[src/rtl/alu_pkg.sv]
// alu_pkg: shared ALU definitions for the ID/EX stage and its control decoder.
//   - alu_ctl_e : 4-bit ALU control word {a_invert, b_invert, operation[1:0]}
//   - ALUOP_*   : 2-bit alu_op encodings produced by the main decoder
//   - FUNCT_*   : R-type function field values understood by the ALU
package alu_pkg;

  typedef enum logic [3:0] {
    ALU_AND = 4'b0000,
    ALU_OR  = 4'b0001,
    ALU_ADD = 4'b0010,
    ALU_SUB = 4'b0110,
    ALU_SLT = 4'b0111,
    ALU_NOR = 4'b1100
  } alu_ctl_e;

  localparam logic [1:0] ALUOP_ADD   = 2'b00;
  localparam logic [1:0] ALUOP_SUB   = 2'b01;
  localparam logic [1:0] ALUOP_RTYPE = 2'b10;
  localparam logic [1:0] ALUOP_OR    = 2'b11;

  localparam logic [5:0] FUNCT_ADD = 6'b100000;
  localparam logic [5:0] FUNCT_SUB = 6'b100010;
  localparam logic [5:0] FUNCT_AND = 6'b100100;
  localparam logic [5:0] FUNCT_OR  = 6'b100101;
  localparam logic [5:0] FUNCT_SLT = 6'b101010;
  localparam logic [5:0] FUNCT_NOR = 6'b100111;

endpackage

[src/rtl/alu_ctl_dec.sv]
// alu_ctl_dec: combinational ALUOp/funct to ALU control word translation.
// Ports:
//   alu_op  in  2  main-decoder ALU operation class
//   funct   in  6  R-type function field (only used when alu_op = R-type)
//   alu_ctl out 4  ALU control word
//   illegal out 1  R-type funct not supported by the ALU (alu_ctl forced to AND)
module alu_ctl_dec
  import alu_pkg::*;
(
  input  logic [1:0] alu_op,
  input  logic [5:0] funct,
  output logic [3:0] alu_ctl,
  output logic       illegal
);

  always_comb begin
    alu_ctl = ALU_AND;
    illegal = 1'b0;
    case (alu_op)
      ALUOP_ADD: alu_ctl = ALU_ADD;
      ALUOP_SUB: alu_ctl = ALU_SUB;
      ALUOP_OR:  alu_ctl = ALU_OR;
      default: begin
        case (funct)
          FUNCT_ADD: alu_ctl = ALU_ADD;
          FUNCT_SUB: alu_ctl = ALU_SUB;
          FUNCT_AND: alu_ctl = ALU_AND;
          FUNCT_OR:  alu_ctl = ALU_OR;
          FUNCT_SLT: alu_ctl = ALU_SLT;
          FUNCT_NOR: alu_ctl = ALU_NOR;
          default:   illegal = 1'b1;
        endcase
      end
    endcase
  end

endmodule

[src/rtl/id_ex_stage.sv]
// id_ex_stage: single-entry ID/EX pipeline register in front of the 32-bit ALU.
// Captures decoded operands/control under a valid/ready handshake, registers the
// ALU control word, and presents forwarded operands and store data to execute.
//
// Optional feature macro: ID_EX_STAGE_FWD_EN
//   defined   : EX/MEM and MEM/WB forwarding muxes plus operand refresh while stalled
//   undefined : operands come straight from the held registers; forwarding inputs ignored
//
// Ports:
//   clk, rst (async, active-high)
//   in_valid/in_ready            decode-side handshake
//   rs_data, rt_data, imm32      operand values
//   rs_addr, rt_addr, dst_addr   register numbers
//   alu_op, funct, alu_src       ALU control inputs
//   reg_write, mem_read, mem_write, mem_to_reg   pass-through control
//   flush                        kill held and incoming entry
//   exmem_*, memwb_*             forwarding sources
//   out_valid/out_ready          execute-side handshake
//   alu_a, alu_b, alu_ctl, store_data           execute operands
//   dst_q, *_q                   registered pass-through
//   illegal                      held entry carries an undecodable funct
module id_ex_stage
  import alu_pkg::*;
#(
  parameter int W  = 32,
  parameter int RA = 5
) (
  input  logic          clk,
  input  logic          rst,
  input  logic          in_valid,
  output logic          in_ready,
  input  logic [W-1:0]  rs_data,
  input  logic [W-1:0]  rt_data,
  input  logic [W-1:0]  imm32,
  input  logic [RA-1:0] rs_addr,
  input  logic [RA-1:0] rt_addr,
  input  logic [RA-1:0] dst_addr,
  input  logic [1:0]    alu_op,
  input  logic [5:0]    funct,
  input  logic          alu_src,
  input  logic          reg_write,
  input  logic          mem_read,
  input  logic          mem_write,
  input  logic          mem_to_reg,
  input  logic          flush,
  input  logic          exmem_reg_write,
  input  logic [RA-1:0] exmem_rd,
  input  logic [W-1:0]  exmem_result,
  input  logic          memwb_reg_write,
  input  logic [RA-1:0] memwb_rd,
  input  logic [W-1:0]  memwb_wdata,
  output logic          out_valid,
  input  logic          out_ready,
  output logic [W-1:0]  alu_a,
  output logic [W-1:0]  alu_b,
  output logic [3:0]    alu_ctl,
  output logic [W-1:0]  store_data,
  output logic [RA-1:0] dst_q,
  output logic          reg_write_q,
  output logic          mem_read_q,
  output logic          mem_write_q,
  output logic          mem_to_reg_q,
  output logic          illegal
);

  logic [3:0]    dec_ctl;
  logic          dec_illegal;
  logic          valid_q;
  logic [W-1:0]  rs_q;
  logic [W-1:0]  rt_q;
  logic [W-1:0]  imm_q;
  logic [RA-1:0] rs_addr_q;
  logic [RA-1:0] rt_addr_q;
  logic          alu_src_q;
  logic [W-1:0]  rs_fwd;
  logic [W-1:0]  rt_fwd;
  logic          load;

  alu_ctl_dec u_dec (
    .alu_op  (alu_op),
    .funct   (funct),
    .alu_ctl (dec_ctl),
    .illegal (dec_illegal)
  );

  assign in_ready  = !valid_q || out_ready || flush;
  // A flushed incoming entry is still handshaken (in_ready=1) but never loaded.
  assign load      = in_valid && in_ready && !flush;
  assign out_valid = valid_q;

`ifdef ID_EX_STAGE_FWD_EN
  // EX/MEM is the younger producer, so it wins; register 0 is hardwired zero.
  always_comb begin
    rs_fwd = rs_q;
    if (exmem_reg_write && exmem_rd != '0 && exmem_rd == rs_addr_q)
      rs_fwd = exmem_result;
    else if (memwb_reg_write && memwb_rd != '0 && memwb_rd == rs_addr_q)
      rs_fwd = memwb_wdata;
  end

  always_comb begin
    rt_fwd = rt_q;
    if (exmem_reg_write && exmem_rd != '0 && exmem_rd == rt_addr_q)
      rt_fwd = exmem_result;
    else if (memwb_reg_write && memwb_rd != '0 && memwb_rd == rt_addr_q)
      rt_fwd = memwb_wdata;
  end
`else
  assign rs_fwd = rs_q;
  assign rt_fwd = rt_q;

  logic unused_fwd;
  assign unused_fwd = ^{exmem_reg_write, exmem_rd, exmem_result,
                        memwb_reg_write, memwb_rd, memwb_wdata,
                        rs_addr_q, rt_addr_q};
`endif

  assign alu_a      = rs_fwd;
  assign store_data = rt_fwd;
  assign alu_b      = alu_src_q ? imm_q : rt_fwd;

  always_ff @(posedge clk or posedge rst) begin
    if (rst) begin
      valid_q      <= 1'b0;
      rs_q         <= '0;
      rt_q         <= '0;
      imm_q        <= '0;
      rs_addr_q    <= '0;
      rt_addr_q    <= '0;
      alu_src_q    <= 1'b0;
      alu_ctl      <= ALU_AND;
      illegal      <= 1'b0;
      dst_q        <= '0;
      reg_write_q  <= 1'b0;
      mem_read_q   <= 1'b0;
      mem_write_q  <= 1'b0;
      mem_to_reg_q <= 1'b0;
    end else if (flush) begin
      valid_q <= 1'b0;
    end else if (load) begin
      valid_q      <= 1'b1;
      rs_q         <= rs_data;
      rt_q         <= rt_data;
      imm_q        <= imm32;
      rs_addr_q    <= rs_addr;
      rt_addr_q    <= rt_addr;
      alu_src_q    <= alu_src;
      alu_ctl      <= dec_ctl;
      illegal      <= dec_illegal;
      dst_q        <= dst_addr;
      reg_write_q  <= reg_write;
      mem_read_q   <= mem_read;
      mem_write_q  <= mem_write;
      mem_to_reg_q <= mem_to_reg;
    end else if (out_ready) begin
      valid_q <= 1'b0;
    end
`ifdef ID_EX_STAGE_FWD_EN
    // Stalled: capture forwarded values so they survive the producer retiring.
    else if (valid_q) begin
      rs_q <= rs_fwd;
      rt_q <= rt_fwd;
    end
`endif
  end

endmodule

[config.mk]
export PLATFORM = sky130hd
export DESIGN_NAME = id_ex_stage
export DESIGN_NICKNAME = d
export VERILOG_FILES = /design/src/rtl/alu_pkg.sv /design/src/rtl/alu_ctl_dec.sv /design/src/rtl/id_ex_stage.sv
export SDC_FILE = /design/constraint.sdc
export NUM_CORES = 1
export LEC_CHECK = 0
export CAP_MARGIN = 10
export CORE_MARGIN = 8
export CORE_UTILIZATION = 34
export DETAILED_ROUTE_END_ITERATION = 12
export GPL_ROUTABILITY_DRIVEN = 0
export PLACE_DENSITY = 0.78
export SYNTH_ARGS = -nofsm -noshare
export SYNTH_HDL_FRONTEND = slang
export SYNTH_SLANG_ARGS = --single-unit
export TNS_END_PERCENT = 5
[constraint.sdc]
create_clock -name clk -period 5.2 [get_ports clk]
set_clock_uncertainty 0.1 [all_clocks]
set_input_delay 1.04 -clock clk [delete_from_list [all_inputs] [get_ports clk]]
set_output_delay 1.04 -clock clk [all_outputs]
set_load 0.005 [all_outputs]
======== After elaboration in Yosys (flattened, before gate mapping) ========
Index checks and enable logic that the tools add are counted.
cells by class
  multiplexer cells ....................... 8
  reduce and logical (&&, ||, !) cells .... 11
  bitwise gates (word level) .............. 1
  equal/unequal tests ..................... 8
operators by type and width
  operator                                             number
  equality test 6 bit, second input constant           6
  two-way mux 32 bit                                   1
  one-hot mux 4 bit (5 select lines)                   1
  one-hot mux 4 bit (3 select lines)                   1
  OR reduction 6 bit                                   1
  two-way mux 1 bit                                    5
  nonzero test 3 bit                                   1
  OR reduction 3 bit                                   1
  equality test 2 x 1 -> 1 bit, second input constant  1
  equality test 2 bit, second input constant           1
  logical AND 1 bit                                    2
  zero test 1 bit                                      2
  zero test 2 bit                                      1
  logical OR 1 bit                                     2
  AND reduction 2 bit                                  1
  NOT 1 bit                                            1
storage, ports and cells
  register bits ........................... 112
  output and inout bits ................... 112
  logic and storage cells ................. 40

======== Logic depth before layout (Yosys ltp) ========
  depth in word-level cells ............... 7
  depth in mapped cells ................... 6
  depth with buffers taken out ............ 4

======== Cells and area by module ========
From an unflattened synthesis, not the netlist that was laid out.
second synthesis, totals
  cell total of the unflattened synthesis .. 295
  area, all modules ....................... 4749.6 um^2
modules (own cells, without submodules)
  module       times used  cells an instance  area an instance (um^2)  seq. area each (um^2)
  id_ex_stage  1           277                4631.9                   2802.7
  alu_ctl_dec  1           18                 117.6                    0.0

======== Least setup slack after synthesis ========
Ideal clock, no wire load.
  kind .................................... input to output
  start ................................... input out_ready
  end ..................................... output in_ready
  slack ................................... 2.827 ns
  cell stages on the path ................. 2
  buffers on the path ..................... 0
  data required time ...................... 4.060 ns
  data arrival time ....................... 1.233 ns
  cells stage by stage .................... inv_1 > nand3b_1
on the way
  word-level cells in the longest chain between the ends .. 2
ends and longest elaborated chain
  item                           line               text
  start, declared                id_ex_stage.sv:53  input logic out_ready,
  logical OR 1 bit (2 in a row)  id_ex_stage.sv:86  assign in_ready = !valid_q || out_ready || flush;
  end, declared                  id_ex_stage.sv:31  output logic in_ready,
Every way passes these cells.

======== Worst setup path after layout ========
Same ends and word-level chain as after synthesis.

==> results_dict.tcl <==
set metrics [dict create \
    drt_pass1_iterations 4 \
    power_frac_comb 0.296 \
    fin_tns_setup_ns 0 \
    ys.flop_type "dfrtp_1" \
    dpl.hpwl_um 10000 \
    startpoint_type "primary input" \
    dp.cells 693 \
    drt_drc_violations_left 0 \
    yosysUniqueCellTypes 23 \
    fin_crit_ns 3.38 \
    internal-power_w 0.00195 \
    clock_sinks 112 \
    cts_made_buffers 9 \
    grt_pass1_wl_um 20700 \
    initial_core_util 0.351 \
    stdcell_count 709 \
    hold_path.class "reg2reg" \
    crit_path_frequent_cell "clkdlybuf4s50_1" \
    synth_warnings 0 \
    worst_slew_pin_slew_ns 0.975 \
    vias 3328 \
    ir_worst_vdd_v 0.000166 \
    slew_headroom 0.350 \
    critPathMaxFanout 2 \
    cts_tree "built" \
    p_per_area_nw_per_um2 347 \
    antenna-diode-count 0 \
    drive_gt1_frac 0.201 \
    grt.overflow.total 0 \
    drt-initial-drc-count 104 \
    synth_area_sq_um 4660 \
    cap_violations 0 \
    worstPathArrival_ns 2.24 \
    area_growth_pct 59.4 \
    power_switching_w 0.000631 \
    row_count 42 \
    synth_edf_count 0 \
    clk_latency_ns 0.34 \
    period_share 0.649 \
    netSwitchingFraction 0.245 \
    grt.total_usage 0.148 \
    max_clock_freq_ghz 0.296 \
    cts_hold_buffers 0 \
    avgRoutedWirePerCell_um 18.6 \
    synthCells 300 \
    nFillCells 1128 \
    design_area_sq_um 7430 \
    ys_seq_area_frac 0.601 \
    criticalPathCategory "in2out" \
    grt_max_degree 115 \
    core_area_sq_um 13300 \
    p_leak_nw 3.01 \
    wl_um 13200 \
    maxSlewViolCount 0 \
    hold_viol_final 0 \
    io-pin-count 317 \
    path_cells "clkdlybuf4s50_1, inv_1, nand3b_1, clkdlybuf4s50_1" \
    status "finished, final reports clean" \
    antenna_found_initial 0 \
    grt_pass1_vias 3722 \
    clk_pin_slew_ns 0.07 \
    hold_ws_ns 0.383 \
    p_total_w 0.00258 \
    cts-root-buf "clkbuf_16" \
    ys_seq_elements 112 \
    die-area_sq_um 17700 \
    async_flop_share 1.00 \
    clockBufferDepth 2 \
    synthesis.nets 505 \
    rsz0062_at_grt "false" \
    slowest_delay_ns 0.56 \
    endpoint_kind "primary output" \
    p_seq_frac 0.427 \
    avgSynthCellArea_sq_um 15.5 \
    die_w_um 133 \
    postCtsSetupBuffers 0 \
    setup_violations 0 \
    viasPerCell 4.69 \
    place_area_sq_um 7120 \
    die_h_um 133 \
    clkPwrFrac 0.277 \
    io_buffers 230 \
    required_ns 4.06 \
    htree_num_levels 3 \
    final_cell_mix "clkdlybuf4s50_1, dfrtp_1, mux2_2, mux2_1, clkbuf_16" \
    final_common_cell "clkdlybuf4s50_1" \
    ant_nets 0 \
    fin_nets 733 \
    slowest_stage "clkdlybuf4s50_1" \
    cts_resized 0 \
]
layout make-up:
cell class	count	area [sq um]	share of cell area
Sequential cell	112	2800	0.377
Timing Repair Buffer	233	2340	0.315
Multi-Input combinational cell	168	1750	0.235
Clock buffer	12	256	0.0345
Tap cell	176	220	0.0296
Clock inverter	4	51.3	0.00690
Inverter	4	17.5	0.00236
registers in the layout (all words and copies together) (netlist names):
signal / count
alu_ctl: 4
mem_to_reg_q: 1
dst_q: 5
illegal: 1
alu_a: 32
store_data: 32
imm_q: 32
reg_write_q: 1
mem_write_q: 1
alu_src_q: 1
out_valid: 1
mem_read_q: 1
metal layers:
layer  vias to the layer above  share of wire  global-route usage
met2                       158           0.48               0.241
met5                         -              0                   0
met1                      1635           0.39               0.167
li1                       1523              -                   -
met4                         0          0.013              0.0393
met3                        12           0.12              0.0759
cell usage after synthesis (2+ instances only):
library cell  number  share of area
a31oi_1            3         0.0040
buf_2              8         0.0086
mux2_2            86           0.21
o21ai_0            2         0.0021
mux2_1            54           0.13
nand2_1            4         0.0032
inv_1              4         0.0032
buf_4              6         0.0097
dfrtp_1          112           0.60
nor2b_1            2         0.0027
nand3b_1           2         0.0032
nor2_1             6         0.0048
final timing paths:
check	start	end	slack, ns	depth (start not counted)
worst max register to register	out_valid	mem_write_q	3.37	3
max in group asynchronous	rst	alu_a[8]	2.79	3
worst max-delay path	out_ready	in_ready	1.82	4
worst min register to register	alu_a[6]	alu_a[6]	0.38	1
worst min-delay path	alu_a[6]	alu_a[6]	0.38	1
min in group asynchronous	rst	alu_a[7]	1.15	2
worst max-delay path, delay by kind of cell:
kind / cells / cell delay (ns)
AND/OR/NAND/NOR: 1 / 0.11
buffers and inverters: 3 / 1.08
power groups by stage:
stage	Combinational (W)	Sequential (W)	Clock, W
2_1_floorplan	0.000266	0.00111	0
3_3_place_gp	0.000763	0.00111	0
3_5_place_dp	0.000778	0.00112	0
4_1_cts	0.000783	0.00110	0.000740
5_1_grt	0.000820	0.00112	0.000780
6_report	0.000763	0.00110	0.000714
per-stage QoR:
step	setup WS (ns)	util
2_1_floorplan	1.10	-
3_3_place_gp	1.84	0.536
3_5_place_dp	1.84	0.536
4_1_cts	1.83	0.559
5_1_grt	1.80	0.559
6_report	1.82	0.559
kinds of logic after synthesis:
group                  Yosys count  synth area share
AOI/OAI and AO/OA                9            0.0140
buffers and inverters           20            0.0247
DFF                            112             0.601
muxes                          140             0.338
and+or+nand+nor                 19            0.0223
No activity file was read; power rests on OpenSTA's default activity.
